$ cat config.mk
export PLATFORM = sky130hd
export DESIGN_NAME = apb_slave_regfile_flat
export DESIGN_NICKNAME = d
export VERILOG_FILES = /design/src/rtl/apb_slave_regfile_if.sv /design/src/rtl/apb_slave_regfile.sv /design/src/flat_wrapper.sv
export SDC_FILE = /design/constraint.sdc
export NUM_CORES = 1
export LEC_CHECK = 0
export CORE_AREA = 2 2 447 449
export CTS_BUF_LIST = sky130_fd_sc_hd__clkbuf_8
export DETAILED_ROUTE_END_ITERATION = 12
export DIE_AREA = 0 0 449 451
export REMOVE_ABC_BUFFERS = 1
export SYNTH_ARGS = -nofsm -noshare
export SYNTH_HDL_FRONTEND = slang
export SYNTH_SLANG_ARGS = --single-unit
$ cat constraint.sdc
create_clock -name aclk -period 4.88 [get_ports aclk]
set_input_delay 1.464 -clock aclk [delete_from_list [all_inputs] [get_ports aclk]]
set_output_delay 1.464 -clock aclk [all_outputs]
set_load 0.01 [all_outputs]
$ cat src/rtl/apb_slave_regfile_if.sv
`default_nettype none
// ============================================================================
//  Module   : apb_slave_regfile_if
//  Purpose  : APB bus bundle between a requester (master) and the register
//             file responder (slave).
//  Signals  : psel, penable, pwrite, pprot, paddr, pwdata, pstrb  (req -> rsp)
//             pready, prdata, pslverr                           (rsp -> req)
//  Revision : 1.0  initial release
// ============================================================================
interface apb_slave_regfile_if #(
   parameter int ADDR_WIDTH = 32,
   parameter int DATA_WIDTH = 32,
   parameter int STRB_WIDTH = DATA_WIDTH / 8
);
   logic                  psel;
   logic                  penable;
   logic                  pwrite;
   logic [2:0]            pprot;
   logic [ADDR_WIDTH-1:0] paddr;
   logic [DATA_WIDTH-1:0] pwdata;
   logic [STRB_WIDTH-1:0] pstrb;
   logic                  pready;
   logic [DATA_WIDTH-1:0] prdata;
   logic                  pslverr;

   modport master (
      output psel, penable, pwrite, pprot, paddr, pwdata, pstrb,
      input  pready, prdata, pslverr
   );

   modport slave (
      input  psel, penable, pwrite, pprot, paddr, pwdata, pstrb,
      output pready, prdata, pslverr
   );
endinterface
`default_nettype wire

$ cat src/rtl/apb_slave_regfile.sv
`default_nettype none
// ============================================================================
//  Module   : apb_slave_regfile
//  Purpose  : APB completer holding NUM_REGS control/status registers.
//             RW registers live here; RO registers reflect ro_in. A fixed
//             number of wait states is inserted; illegal accesses get pslverr.
//  Ports    : aclk      - clock, all logic on rising edge
//             areset    - synchronous active-high reset
//             s_apb     - APB slave bundle (select/enable/addr/data/strobes in,
//                         registered pready/prdata/pslverr out)
//             reg_q     - flattened register contents (RO slots read as 0)
//             wr_pulse  - one-cycle pulse per register after a legal write
//             ro_in     - flattened hardware values for RO registers
//  Revision : 1.0  initial release
// ============================================================================
module apb_slave_regfile #(
   parameter int                    ADDR_WIDTH  = 32,
   parameter int                    DATA_WIDTH  = 32,
   parameter int                    STRB_WIDTH  = DATA_WIDTH / 8,
   parameter int                    NUM_REGS    = 16,
   parameter logic [ADDR_WIDTH-1:0] BASE_ADDR   = '0,
   parameter int                    WAIT_STATES = 0,
   parameter logic [NUM_REGS-1:0]   RO_MASK     = '0
) (
   input  logic                           aclk,
   input  logic                           areset,
   apb_slave_regfile_if.slave             s_apb,
   output logic [NUM_REGS*DATA_WIDTH-1:0] reg_q,
   output logic [NUM_REGS-1:0]            wr_pulse,
   input  logic [NUM_REGS*DATA_WIDTH-1:0] ro_in
);

   localparam int         OFF_LSB = (STRB_WIDTH > 1) ? $clog2(STRB_WIDTH) : 0;
   localparam int         IDX_W   = (NUM_REGS > 1) ? $clog2(NUM_REGS) : 1;
   localparam logic [3:0] WS_INIT = 4'(WAIT_STATES);

   typedef enum logic [0:0] {
      ST_IDLE   = 1'b0,
      ST_ACCESS = 1'b1
   } state_t;

   state_t                r_state;
   logic                  r_pready;
   logic [DATA_WIDTH-1:0] r_prdata;
   logic                  r_pslverr;
   logic [3:0]            r_wait;
   logic                  r_write;
   logic                  r_wr_ok;
   logic [IDX_W-1:0]      r_idx;
   logic [DATA_WIDTH-1:0] r_wdata;
   logic [STRB_WIDTH-1:0] r_strb;
   logic [NUM_REGS-1:0]   r_wr_pulse;
   logic [DATA_WIDTH-1:0] r_regs [NUM_REGS];

   // ---------------------------------------------------------------------
   // Address decode, evaluated on the live bus during the setup cycle.
   // The range check uses the full-width offset so addresses far above the
   // register window never alias back onto a low index.
   // ---------------------------------------------------------------------
   logic [ADDR_WIDTH-1:0] w_off;
   logic [ADDR_WIDTH-1:0] w_idx_full;
   logic                  w_above;
   logic                  w_aligned;
   logic                  w_in_range;
   logic                  w_legal;
   logic [IDX_W-1:0]      w_idx;
   logic                  w_ro;
   logic [DATA_WIDTH-1:0] w_rd_data;
   logic [DATA_WIDTH-1:0] w_words [NUM_REGS];
   logic                  w_unused;

   assign w_off      = s_apb.paddr - BASE_ADDR;
   assign w_above    = (s_apb.paddr >= BASE_ADDR);
   assign w_idx_full = w_off >> OFF_LSB;
   assign w_in_range = (w_idx_full < ADDR_WIDTH'(NUM_REGS));
   assign w_idx      = w_idx_full[IDX_W-1:0];

   generate
      if (OFF_LSB == 0) begin : g_align_byte
         assign w_aligned = 1'b1;
      end else begin : g_align_word
         assign w_aligned = (w_off[OFF_LSB-1:0] == '0);
      end
   endgenerate

   assign w_legal = w_above & w_aligned & w_in_range;
   assign w_ro    = w_legal & RO_MASK[w_idx];

   // Per-register read view: RO slots come from hardware, RW from storage.
   generate
      for (genvar gi = 0; gi < NUM_REGS; gi++) begin : g_words
         assign w_words[gi] = RO_MASK[gi] ? ro_in[gi*DATA_WIDTH +: DATA_WIDTH]
                                          : r_regs[gi];
         assign reg_q[gi*DATA_WIDTH +: DATA_WIDTH] = r_regs[gi];
      end
   endgenerate

   assign w_rd_data = w_legal ? w_words[w_idx] : '0;

   // Protection bits are accepted but carry no meaning for this block.
   assign w_unused = &{1'b0, s_apb.pprot};

   // ---------------------------------------------------------------------
   // Transfer FSM with all bus responses registered.
   // ---------------------------------------------------------------------
   always_ff @(posedge aclk) begin
      if (areset) begin
         r_state    <= ST_IDLE;
         r_pready   <= 1'b0;
         r_prdata   <= '0;
         r_pslverr  <= 1'b0;
         r_wait     <= '0;
         r_write    <= 1'b0;
         r_wr_ok    <= 1'b0;
         r_idx      <= '0;
         r_wdata    <= '0;
         r_strb     <= '0;
         r_wr_pulse <= '0;
         for (int i = 0; i < NUM_REGS; i++) begin
            r_regs[i] <= '0;
         end
      end else begin
         r_wr_pulse <= '0;
         case (r_state)
            ST_IDLE: begin
               // penable without a preceding setup cycle is ignored here.
               if (s_apb.psel && !s_apb.penable) begin
                  r_write <= s_apb.pwrite;
                  r_idx   <= w_idx;
                  r_wdata <= s_apb.pwdata;
                  r_strb  <= s_apb.pstrb;
                  r_wr_ok <= w_legal && !w_ro;
                  r_wait  <= WS_INIT;
                  r_pready <= (WAIT_STATES == 0);
                  if (s_apb.pwrite) begin
                     r_prdata  <= '0;
                     r_pslverr <= !(w_legal && !w_ro);
                  end else begin
                     r_prdata  <= w_rd_data;
                     r_pslverr <= !w_legal;
                  end
                  r_state <= ST_ACCESS;
               end
            end

            ST_ACCESS: begin
               if (!s_apb.psel) begin
                  // Requester abandoned the transfer: drop it without commit.
                  r_state   <= ST_IDLE;
                  r_pready  <= 1'b0;
                  r_prdata  <= '0;
                  r_pslverr <= 1'b0;
                  r_wait    <= '0;
               end else if (r_pready) begin
                  if (s_apb.penable) begin
                     if (r_write && r_wr_ok) begin
                        for (int b = 0; b < STRB_WIDTH; b++) begin
                           if (r_strb[b]) begin
                              r_regs[r_idx][8*b +: 8] <= r_wdata[8*b +: 8];
                           end
                        end
                        // Pulse even when no strobe is set: the access happened.
                        r_wr_pulse[r_idx] <= 1'b1;
                     end
                     r_state   <= ST_IDLE;
                     r_pready  <= 1'b0;
                     r_prdata  <= '0;
                     r_pslverr <= 1'b0;
                  end
               end else if (r_wait != 4'd0) begin
                  r_wait   <= r_wait - 4'd1;
                  r_pready <= (r_wait == 4'd1);
               end
            end

            default: begin
               r_state <= ST_IDLE;
            end
         endcase
      end
   end

   assign s_apb.pready  = r_pready;
   assign s_apb.prdata  = r_prdata;
   assign s_apb.pslverr = r_pslverr;
   assign wr_pulse      = r_wr_pulse;

endmodule
`default_nettype wire

$ cat src/flat_wrapper.sv
// flat-port wrapper written by rule: the top's interface ports become plain ports
module apb_slave_regfile_flat 
#(
   parameter int                    ADDR_WIDTH  = 32,
   parameter int                    DATA_WIDTH  = 32,
   parameter int                    STRB_WIDTH  = DATA_WIDTH / 8,
   parameter int                    NUM_REGS    = 16,
   parameter logic [ADDR_WIDTH-1:0] BASE_ADDR   = '0,
   parameter int                    WAIT_STATES = 0,
   parameter logic [NUM_REGS-1:0]   RO_MASK     = '0
)
  (aclk, areset, reg_q, wr_pulse, ro_in, s_apb_psel, s_apb_penable, s_apb_pwrite, s_apb_pprot, s_apb_paddr, s_apb_pwdata, s_apb_pstrb, s_apb_pready, s_apb_prdata, s_apb_pslverr);
  apb_slave_regfile_if #(.ADDR_WIDTH(ADDR_WIDTH), .DATA_WIDTH(DATA_WIDTH), .STRB_WIDTH(STRB_WIDTH)) s_apb_i ();
  input  logic aclk;
  input  logic areset;
  output logic [NUM_REGS*DATA_WIDTH-1:0] reg_q;
  output logic [NUM_REGS-1:0] wr_pulse;
  input  logic [NUM_REGS*DATA_WIDTH-1:0] ro_in;
  input wire logic [$bits(s_apb_i.psel)-1:0] s_apb_psel;
  input wire logic [$bits(s_apb_i.penable)-1:0] s_apb_penable;
  input wire logic [$bits(s_apb_i.pwrite)-1:0] s_apb_pwrite;
  input wire logic [$bits(s_apb_i.pprot)-1:0] s_apb_pprot;
  input wire logic [$bits(s_apb_i.paddr)-1:0] s_apb_paddr;
  input wire logic [$bits(s_apb_i.pwdata)-1:0] s_apb_pwdata;
  input wire logic [$bits(s_apb_i.pstrb)-1:0] s_apb_pstrb;
  output wire logic [$bits(s_apb_i.pready)-1:0] s_apb_pready;
  output wire logic [$bits(s_apb_i.prdata)-1:0] s_apb_prdata;
  output wire logic [$bits(s_apb_i.pslverr)-1:0] s_apb_pslverr;
  assign s_apb_i.psel = s_apb_psel;
  assign s_apb_i.penable = s_apb_penable;
  assign s_apb_i.pwrite = s_apb_pwrite;
  assign s_apb_i.pprot = s_apb_pprot;
  assign s_apb_i.paddr = s_apb_paddr;
  assign s_apb_i.pwdata = s_apb_pwdata;
  assign s_apb_i.pstrb = s_apb_pstrb;
  assign s_apb_pready = s_apb_i.pready;
  assign s_apb_prdata = s_apb_i.prdata;
  assign s_apb_pslverr = s_apb_i.pslverr;
  apb_slave_regfile #(.ADDR_WIDTH(ADDR_WIDTH), .DATA_WIDTH(DATA_WIDTH), .STRB_WIDTH(STRB_WIDTH), .NUM_REGS(NUM_REGS), .BASE_ADDR(BASE_ADDR), .WAIT_STATES(WAIT_STATES), .RO_MASK(RO_MASK)) u_core (.aclk(aclk), .areset(areset), .s_apb(s_apb_i), .reg_q(reg_q), .wr_pulse(wr_pulse), .ro_in(ro_in));
endmodule
==> impl_metrics.py <==
metrics = {
    "status": {
        "status": "finished clean",
    },
    "power": {
        "power.density_nw_per_um2": 311,
        "p_leak_nw": 13.8,
        "power_w": 0.0121,
        "max-vdd-ir-drop_uv": 188,
    },
    "yosys": {
        "syn_area_um2": 27300,
        "synth-seq-area-share_pct": 63.4,
        "ys_ff_latch": 609,
        "syn_inst": 2075,
        "ys_types": 48,
        "synth_edf_count": 512,
        "synthFlopType": "edfxtp_1",
        "avgSynthCellArea_um2": 13.2,
        "synthArstFlopShare_pct": 0,
        "ys_warn_count": 0,
    },
    "critical_path": {
        "start_kind": "register",
        "critPathTopFamily": "buffers and inverters",
        "crit_slowest_cell": "clkdlybuf4s50_1",
        "endpoint_kind": "output port",
        "setup.worst_path.class": "reg -> out",
        "path_max_fanout": 2,
        "required_ps": 3420,
        "crit_buf_inv": 1,
        "r2r_slack_ps": 1980,
        "max_stage_delay_ps": 920,
        "cp_cell_sequence": "clkdlybuf4s50_1",
        "worstPathArrival_ps": 2140,
    },
    "sta": {
        "clock_skew_ps": 45.1,
        "final-setup-viol-count": 0,
        "setup_tns_ps": 0,
        "relSlewSlack_pct": 33.0,
        "maxSlewViolCount": 0,
        "min_period_ps": 3610,
        "fmax_mhz": 277,
        "rsz0062_at_grt": "false",
        "post-route-period-util_pct": 73.9,
        "hold_viol": 0,
        "tightest_slew_ps": 1000,
    },
    "global_route": {
        "grt_start_max_net_pins": 45,
        "grt_pass1_wl_um": 184000,
        "grt_pass1_vias": 20300,
        "overflow": 0,
        "antenna_found_initial": 22,
        "grt_use_total_pct": 13.4,
    },
    "clock_network": {
        "cts_tree": "done",
        "cts_root_buffer": "clkbuf_8",
        "cts_max_level": 3,
        "cts.sinks": 609,
        "insertion_delay_ps": 840,
        "cts_setup_buffers": 0,
        "cts_max_path_buffers": 3,
        "post_cts_resized": 0,
        "clkTransAtPathRegs_ps": 70,
        "cts_made_buffers": 105,
        "postCtsHoldBufs": 0,
    },
    "route": {
        "routed-via-count": 20000,
        "post_drt_wl_per_cell_um": 25.7,
        "drc_errors": 0,
        "drt_iter0_drc": 1678,
        "dr.pass1.iters": 5,
        "detail-route-antenna-nets": 0,
        "avgViaCountPerCell": 3.66,
        "wirelength_um": 141000,
    },
    "placement": {
        "placed_area_um2": 36800,
        "gp_congestion": 0.867,
        "io_buffers": 634,
        "hpwlAfterDp_um": 110000,
    },
    "run": {
        "drv_cap": 0,
    },
    "floorplanning": {
        "initial_core_util_pct": 13.8,
        "die_x_um": 449,
        "ios": 1150,
        "die_y_um": 451,
        "dieArea_um2": 202000,
        "core_um2": 198000,
        "rows": 164,
    },
    "final_layout": {
        "nNetsFinal": 3295,
        "final_common_cell": "clkdlybuf4s50_1",
        "fin_util_pct": 19.7,
        "multi_input_area_um2": 9260,
        "syn2layout_area_growth_pct": 42.9,
        "register_area_um2": 17300,
        "stdcell_area_um2": 39100,
        "drive_above_1_share_pct": 13.3,
        "final_cell_mix": "629 x clkdlybuf4s50_1, 512 x and2_1, 512 x edfxtp_1, 129 x mux2i_1, 128 x nand2_1",
        "fillers": 21600,
    },
    "hold_path": {
        "hp-class": "reg -> reg",
    },
}
## synthesized netlist by cell type, types with 5 or more instances
cell type	n	area [um^2]
a2111oi_0	31	272
a21oi_1	79	395
and2_1	512	3200
and3_1	47	294
buf_1	5	18.8
buf_2	31	155
buf_4	15	113
buf_6	5	56.3
clkbuf_1	121	454
dfxtp_1	97	1940
edfxtp_1	512	15400
mux2i_1	129	1290
mux4_2	64	1440
nand2_1	128	480
nand2b_1	7	43.8
nand3_1	10	50.1
nor2_1	94	353
nor3_1	8	40.0
nor4_1	7	43.8
o221ai_1	32	280
o31ai_1	33	248
or2_2	67	419
## final timing paths
kind / startpoint / endpoint / cells after the start
min: u_core.s_apb.prdata[18] / u_core.s_apb.prdata[18] / 2
max: u_core.r_regs[1][23] / reg_q[55] / 1
min reg2reg: u_core.s_apb.prdata[18] / u_core.s_apb.prdata[18] / 2
max reg2reg: u_core.r_state / u_core.r_regs[12][17] / 4
## registers in the layout, summed over array words and instances, names as in the netlist, 4 cells and up
name	count
u_core.r_regs	512
u_core.r_idx	4
u_core.wr_pulse	16
u_core.r_strb	4
u_core.r_wait	4
u_core.r_wdata	32
u_core.s_apb.prdata	32
## metrics by stage
stage	instances	worst slack, ps	hold slack (ps)
global placement	5253	612	444
CTS	5450	1160	464
finish	5463	1270	460
floorplan	1897	1220	444
global route	5456	1200	488
detailed placement	5253	519	448
## where the power goes
| part | internal, W | leakage (nW) | total, W | switching (W) |
|---|---|---|---|---|
| registers | 0.00579 | 6.06 | 0.00601 | 0.000219 |
| logic | 0.000497 | 6.53 | 0.00115 | 0.000650 |
| clock network | 0.00261 | 1.23 | 0.00499 | 0.00238 |
## cells by family (layout without fill, tap and decap cells)
group           after synthesis  in the layout  synth area share, %
mux                         193            193                 10.0
fa+ha+maj                     3              3                0.137
flops                       609            609                 63.4
buf+inv                     181            900                 2.98
simple gates                904            904                 18.9
other cells                   0             13                    0
compound gates              185            185                 4.67
## final cells by class
type	instances	area share [%]
tap	2656	8.51
multi-input combinational	1285	23.7
timing repair buffer	700	17.7
inverter	3	0.0288
clock buffer	113	3.98
antenna	13	0.0833
sequential	609	44.3
clock inverter	84	1.68
## layer usage
layer,track usage (%),up-vias,routed length (um)
li1,-,8754,-
met1,14.3,10100,50800
met2,23.6,867,71100
met3,3.55,232,9760
met4,7.97,14,8820
met5,0,-,89
No activity file was read; power rests on OpenSTA's default activity.
